**config.mk**
```make
export PLATFORM = sky130hd
export DESIGN_NAME = mem_arbiter
export DESIGN_NICKNAME = d
export VERILOG_FILES = /design/src/rtl/mem_arbiter_pkg.sv /design/src/rtl/mem_arbiter_mem_port_mux.sv /design/src/rtl/mem_arbiter.sv
export SDC_FILE = /design/constraint.sdc
export NUM_CORES = 1
export LEC_CHECK = 0
export BUFFER_PORTS_ARGS = -buffer_cell sky130_fd_sc_hd__buf_2
export CORE_UTILIZATION = 33
export DETAILED_ROUTE_END_ITERATION = 7
export PLACE_DENSITY = 0.84
export REMOVE_ABC_BUFFERS = 1
export SYNTH_ARGS = -nofsm -noshare
export SYNTH_HDL_FRONTEND = slang
export SYNTH_SLANG_ARGS = --single-unit
```
**constraint.sdc**
```tcl
create_clock -name clk -period 2.1 [get_ports clk]
set_input_delay 0.42 -clock clk [delete_from_list [all_inputs] [get_ports clk]]
set_output_delay 0.42 -clock clk [all_outputs]
set_load 0.01 [all_outputs]
```
**src/rtl/mem_arbiter_pkg.sv**
```systemverilog
// lc3b_types: shared types for the memory arbiter slice.
//   lc3b_word / lc3b_mem_wmask : data and byte-mask widths of the core bus
//   arb_state_t                : arbiter FSM states
//   arb_port_t                 : identifies a requesting port
//   mem_req_t                  : one port's request bundle
//   drive_req()                : request as it should appear on the memory bus
package lc3b_types;

  typedef logic [15:0] lc3b_word;
  typedef logic [1:0]  lc3b_mem_wmask;

  typedef enum logic [1:0] {
    IDLE,
    SERVE_A,
    SERVE_B
  } arb_state_t;

  typedef enum logic {
    PORT_A,
    PORT_B
  } arb_port_t;

  typedef struct packed {
    logic          read;
    logic          write;
    lc3b_mem_wmask wmask;
    lc3b_word      address;
    lc3b_word      wdata;
  } mem_req_t;

  localparam int unsigned CNT_W = 10;

  // A port driving both strobes is a write; read must not reach memory.
  function automatic mem_req_t drive_req(input mem_req_t r);
    mem_req_t d;
    d      = r;
    d.read = r.read & ~r.write;
    return d;
  endfunction

endpackage

```
**src/rtl/mem_arbiter_mem_port_mux.sv**
```systemverilog
// mem_port_mux: combinational steering between the two core ports and memory.
//   state            : arbiter state, used as the select
//   req_a, req_b     : port request bundles
//   mem_resp/rdata   : memory completion and read data
//   mem_req          : request presented to memory (zero when idle)
//   resp_x, rdata_x  : completion and data routed to the granted port only
module mem_port_mux
  import lc3b_types::*;
(
  input  arb_state_t state,
  input  mem_req_t   req_a,
  input  mem_req_t   req_b,
  input  logic       mem_resp,
  input  lc3b_word   mem_rdata,
  output mem_req_t   mem_req,
  output logic       resp_a,
  output logic       resp_b,
  output lc3b_word   rdata_a,
  output lc3b_word   rdata_b
);

  always_comb begin
    mem_req = '0;
    resp_a  = 1'b0;
    resp_b  = 1'b0;
    rdata_a = '0;
    rdata_b = '0;
    case (state)
      SERVE_A: begin
        mem_req = drive_req(req_a);
        resp_a  = mem_resp;
        rdata_a = mem_rdata;
      end
      SERVE_B: begin
        mem_req = drive_req(req_b);
        resp_b  = mem_resp;
        rdata_b = mem_rdata;
      end
      default: ;
    endcase
  end

endmodule

```
**src/rtl/mem_arbiter.sv**
```systemverilog
// mem_arbiter: round-robin sharing of one single-port memory by two core ports.
//   clk, rst_n               : clock, async active-low reset
//   read_x/write_x/wmask_x/address_x/wdata_x : port x request (held until resp_x)
//   resp_x, rdata_x          : port x completion pulse and read data
//   mem_*                    : downstream memory request / response
//   timeout_err              : sticky, set when a grant waits TIMEOUT_CYCLES
//
// state   | meaning
// --------+-------------------------------------------------
// IDLE    | no grant; sample requests, pick next port
// SERVE_A | port A owns memory until mem_resp
// SERVE_B | port B owns memory until mem_resp
module mem_arbiter
  import lc3b_types::*;
#(
  parameter int unsigned TIMEOUT_CYCLES = 1023
) (
  input  logic          clk,
  input  logic          rst_n,
  input  logic          read_a,
  input  logic          write_a,
  input  lc3b_mem_wmask wmask_a,
  input  lc3b_word      address_a,
  input  lc3b_word      wdata_a,
  output logic          resp_a,
  output lc3b_word      rdata_a,
  input  logic          read_b,
  input  logic          write_b,
  input  lc3b_mem_wmask wmask_b,
  input  lc3b_word      address_b,
  input  lc3b_word      wdata_b,
  output logic          resp_b,
  output lc3b_word      rdata_b,
  output logic          mem_read,
  output logic          mem_write,
  output lc3b_mem_wmask mem_wmask,
  output lc3b_word      mem_address,
  output lc3b_word      mem_wdata,
  input  logic          mem_resp,
  input  lc3b_word      mem_rdata,
  output logic          timeout_err
);

  localparam logic [CNT_W-1:0] TC = CNT_W'(TIMEOUT_CYCLES);

  arb_state_t       state, state_nxt;
  arb_port_t        last_grant;
  logic [CNT_W-1:0] cnt, cnt_nxt;
  mem_req_t         req_a, req_b, mem_req;
  logic             want_a, want_b, serving;

  assign req_a   = {read_a, write_a, wmask_a, address_a, wdata_a};
  assign req_b   = {read_b, write_b, wmask_b, address_b, wdata_b};
  assign want_a  = read_a | write_a;
  assign want_b  = read_b | write_b;
  assign serving = (state != IDLE);

  always_ff @(posedge clk or negedge rst_n) begin
    if (!rst_n) begin
      state       <= IDLE;
      last_grant  <= PORT_B;
      cnt         <= '0;
      timeout_err <= 1'b0;
    end else begin
      state <= state_nxt;
      cnt   <= cnt_nxt;
      if (mem_resp && state == SERVE_A) last_grant <= PORT_A;
      if (mem_resp && state == SERVE_B) last_grant <= PORT_B;
      // Flag is raised on the edge where the count lands on the limit.
      if (TC != '0 && serving && !mem_resp && cnt_nxt == TC) timeout_err <= 1'b1;
    end
  end

  always_comb begin
    state_nxt = state;
    case (state)
      IDLE: begin
        if (want_a && want_b)
          state_nxt = (last_grant == PORT_B) ? SERVE_A : SERVE_B;
        else if (want_a)
          state_nxt = SERVE_A;
        else if (want_b)
          state_nxt = SERVE_B;
      end
      SERVE_A, SERVE_B: begin
        // A dropped request is not a release; only mem_resp ends the grant.
        if (mem_resp) state_nxt = IDLE;
      end
      default: state_nxt = IDLE;
    endcase
  end

  // Counter is held at 0 in IDLE, so it is already clear on grant entry.
  always_comb begin
    cnt_nxt = cnt;
    if (!serving)
      cnt_nxt = '0;
    else if (!mem_resp && cnt != TC)
      cnt_nxt = cnt + 1'b1;
  end

  mem_port_mux u_mux (
    .state    (state),
    .req_a    (req_a),
    .req_b    (req_b),
    .mem_resp (mem_resp),
    .mem_rdata(mem_rdata),
    .mem_req  (mem_req),
    .resp_a   (resp_a),
    .resp_b   (resp_b),
    .rdata_a  (rdata_a),
    .rdata_b  (rdata_b)
  );

  assign mem_read    = mem_req.read;
  assign mem_write   = mem_req.write;
  assign mem_wmask   = mem_req.wmask;
  assign mem_address = mem_req.address;
  assign mem_wdata   = mem_req.wdata;

endmodule

```
==> run_results.csv <==
group,metric,value,unit
power,ir_worst_vdd,0.634,mV
worst_setup_path,arrival,1.58,ns
yosys,syn_avg_cell_area,7.65,um^2
global_route,track_usage,0.212,
sta,maxSlewHeadroom,0.665,
floorplanning,boundaryPins,162,
route,drc_errors,0,
floorplanning,placementRows,25,
power,total_power,0.00265,W
yosys,ys_seq_area_frac,0.209,
worst_setup_path,crit_path_cell_trace,"inv_1, ha_4, buf_12, nand3b_1, o21ai_0, and2_1, buf_2",
placed_design,port_buffers,161,
finish,fillers,453,
clock_network,cts_max_level,1,
floorplanning,fp.dieArea,5390,um^2
sta,period_minus_slack,2.00,ns
placed_design,gp_congestion,0.886,
clock_network,tritoncts,"yes",
sta,worst_pin_slew,0.503,ns
floorplanning,initial_core_util,0.349,
placed_design,dpl_worst_slack,0.112,ns
global_route,grt_pass1_vias,1921,
yosys,synth-async-reset-ratio,1.00,
global_route,antenna_found_initial,0,
clock_network,clk_pin_slew_worst_paths,0.06,ns
run,maxCapViolations,0,
worst_setup_path,crit_path_end_kind,"output port",
yosys,ys_ff_latch,14,
route,detail-route-antenna-nets,0,
sta,rsz0062_at_grt,"no",
route,vias,2227,
sta,slew_viol_final,0,
power,powerDensity,982,nW/um^2
yosys,synth.most_common_cell,"nor2b_1",
sta,finClkSkew,0.00107,ns
floorplanning,fp.dieH,73.4,um
yosys,syn_area,1680,um^2
route,routed_wl,6510,um
placed_design,place_hpwl,4950,um
sta,fin_setup_tns,0,ns
worst_setup_path,critical_path_class,"reg2out",
sta,finalHoldViolCount,0,
worst_setup_path,worst-path-max-fanout,27,
worst_setup_path,required,1.68,ns
floorplanning,die_w,73.4,um
worst_setup_path,reg2reg_slack,0.17,ns
worst_setup_path,cpPeakStageDelay,0.40,ns
route,drt_iter0_markers,92,
clock_network,clock_sinks,14,
clock_network,post_cts_buffers,0,
yosys,yosys.area.top_type,"dfrtp_1",
global_route,grt_max_degree,54,
worst_setup_path,slowest_stage,"dfrtp_1",
yosys,yosys-top-cells-count,"nor2b_1 (38), a22oi_1 (35), and2_1 (34)",
sta,max_freq,500,MHz
global_route,grt_pass1_wl,8830,um
floorplanning,coreArea,4820,um^2
finish,insertedDiodeCount,0,
yosys,synthCells,220,
yosys,ys_types,39,
finish,post-route-util,0.561,
yosys,post-synth-top-area-fraction,0.193,
route,avgViaCountPerCell,5.02,
clock_network,cts_max_path_buffers,2,
sta,setup_violations,0,
clock_network,cts_buffers,3,
finish,final_nets,473,
outcome,status,"finished clean",
route,firstDrtPassIters,4,
sta,setup_slack,0.0991,ns
clock_network,cts_root_buffer,"clkbuf_8",
finish,drive_above_1_share,0.504,
global_route,grt.overflow.total,0,
route,wl_per_cell,14.7,um
yosys,synth_edf_count,0,
sta,finalCritPeriodShare,0.953,
min_path,hp-class,"in2async",
clock_network,insertion_delay,0.25,ns
worst_setup_path,startpoint_type,"flip-flop",
finish,syn_to_final_growth,60.4,%
yosys,synth_warnings,0,
power,power.leakage,1.44,nW
yosys,yosys-top-cells-area,"dfrtp_1 (19%), a22oi_1 (16%), nor2b_1 (14%)",
yosys,synth_ff_type,"dfrtp_1",
==> cell type report <==
type / instances / area [um^2] / area share
clock buffer: 4 / 55.1 / 0.0204
inverter: 7 / 26.3 / 0.00973
multi-input combinational: 179 / 1240 / 0.458
sequential: 14 / 352 / 0.130
tap: 67 / 83.8 / 0.0310
timing repair buffer: 173 / 947 / 0.351
==> worst max-delay path: cells and delay by family (launching register included) <==
family | cells | cell delay [ns]
fa+ha+maj | 1 | 0.18
buf+inv | 3 | 0.45
compound gates | 1 | 0.07
flops | 1 | 0.40
simple gates | 2 | 0.23
==> worst paths after layout <==
path                            cells past startpoint           to        start
worst max-delay path                                7     mem_read     state[1]
max in group asynchronous                           1   last_grant        rst_n
worst min-delay path                                1       cnt[9]        rst_n
worst min register to register                      2  timeout_err  timeout_err
worst max register to register                      6  timeout_err       cnt[1]
min in group clk                                    2  timeout_err  timeout_err
==> state kept, by name, summed over array words and instances, names as in the netlist <==
name         count
state            2
last_grant       1
timeout_err      1
cnt             10
==> cells by family after synthesis <==
family | share of synthesized area
muxes | 0.0178
DFF | 0.209
buffers and inverters | 0.0714
and+or+nand+nor | 0.413
xor gates and xnor gates | 0.0156
adders and majority gates | 0.0297
AOI/OAI and AO/OA | 0.244
==> stage by stage <==
stage	area (um^2)	hold WS, ns	cells
final	2700	0.0559	444
after global placement	2580	0.329	438
after global routing	2700	0.0838	444
after floorplan	1590	0.124	200
after detailed placement	2580	0.336	438
after CTS	2630	0.0624	442
==> power breakdown <==
part / total (W) / internal [W] / leakage, nW / switching [W]
clock: 0.000270 / 0.000166 / 0.0288 / 0.000103
sequential: 0.000359 / 0.000320 / 0.183 / 0.0000385
combinational: 0.00202 / 0.000970 / 1.23 / 0.00105
==> per-layer routing <==
layer  wire length [um]  track usage  vias up
met5                  0            0        -
met2               3520        0.403       78
met4                 61       0.0705        0
met3                407       0.0357        7
met1               2520        0.237     1056
li1                   -            -     1086
==> timing repair <==
| item | in CTS | in global routing |
|---|---|---|
| hold buffers | 0 | 0 |
| setup endpoints to repair | 0 | 24 |
| gates resized for setup | 0 | 8 |
==> cells in the final DEF, fill, tap and decap left out, drive strengths merged, types with 2 or more instances in the layout <==
cell    instances
buf           172
nand2           8
nand3           5
clkbuf          5
xor2            2
a31oi           4
a211oi          2
nand4           2
and2           35
inv             7
nor3            2
mux2i           3
dfrtp          13
nand3b          3
and2b           2
o21ai           4
ha              4
nor2           13
o32ai           2
a21oi           3
nor2b          38
a41oi           2
a22oi          35
(Power assumes the default switching activity.)
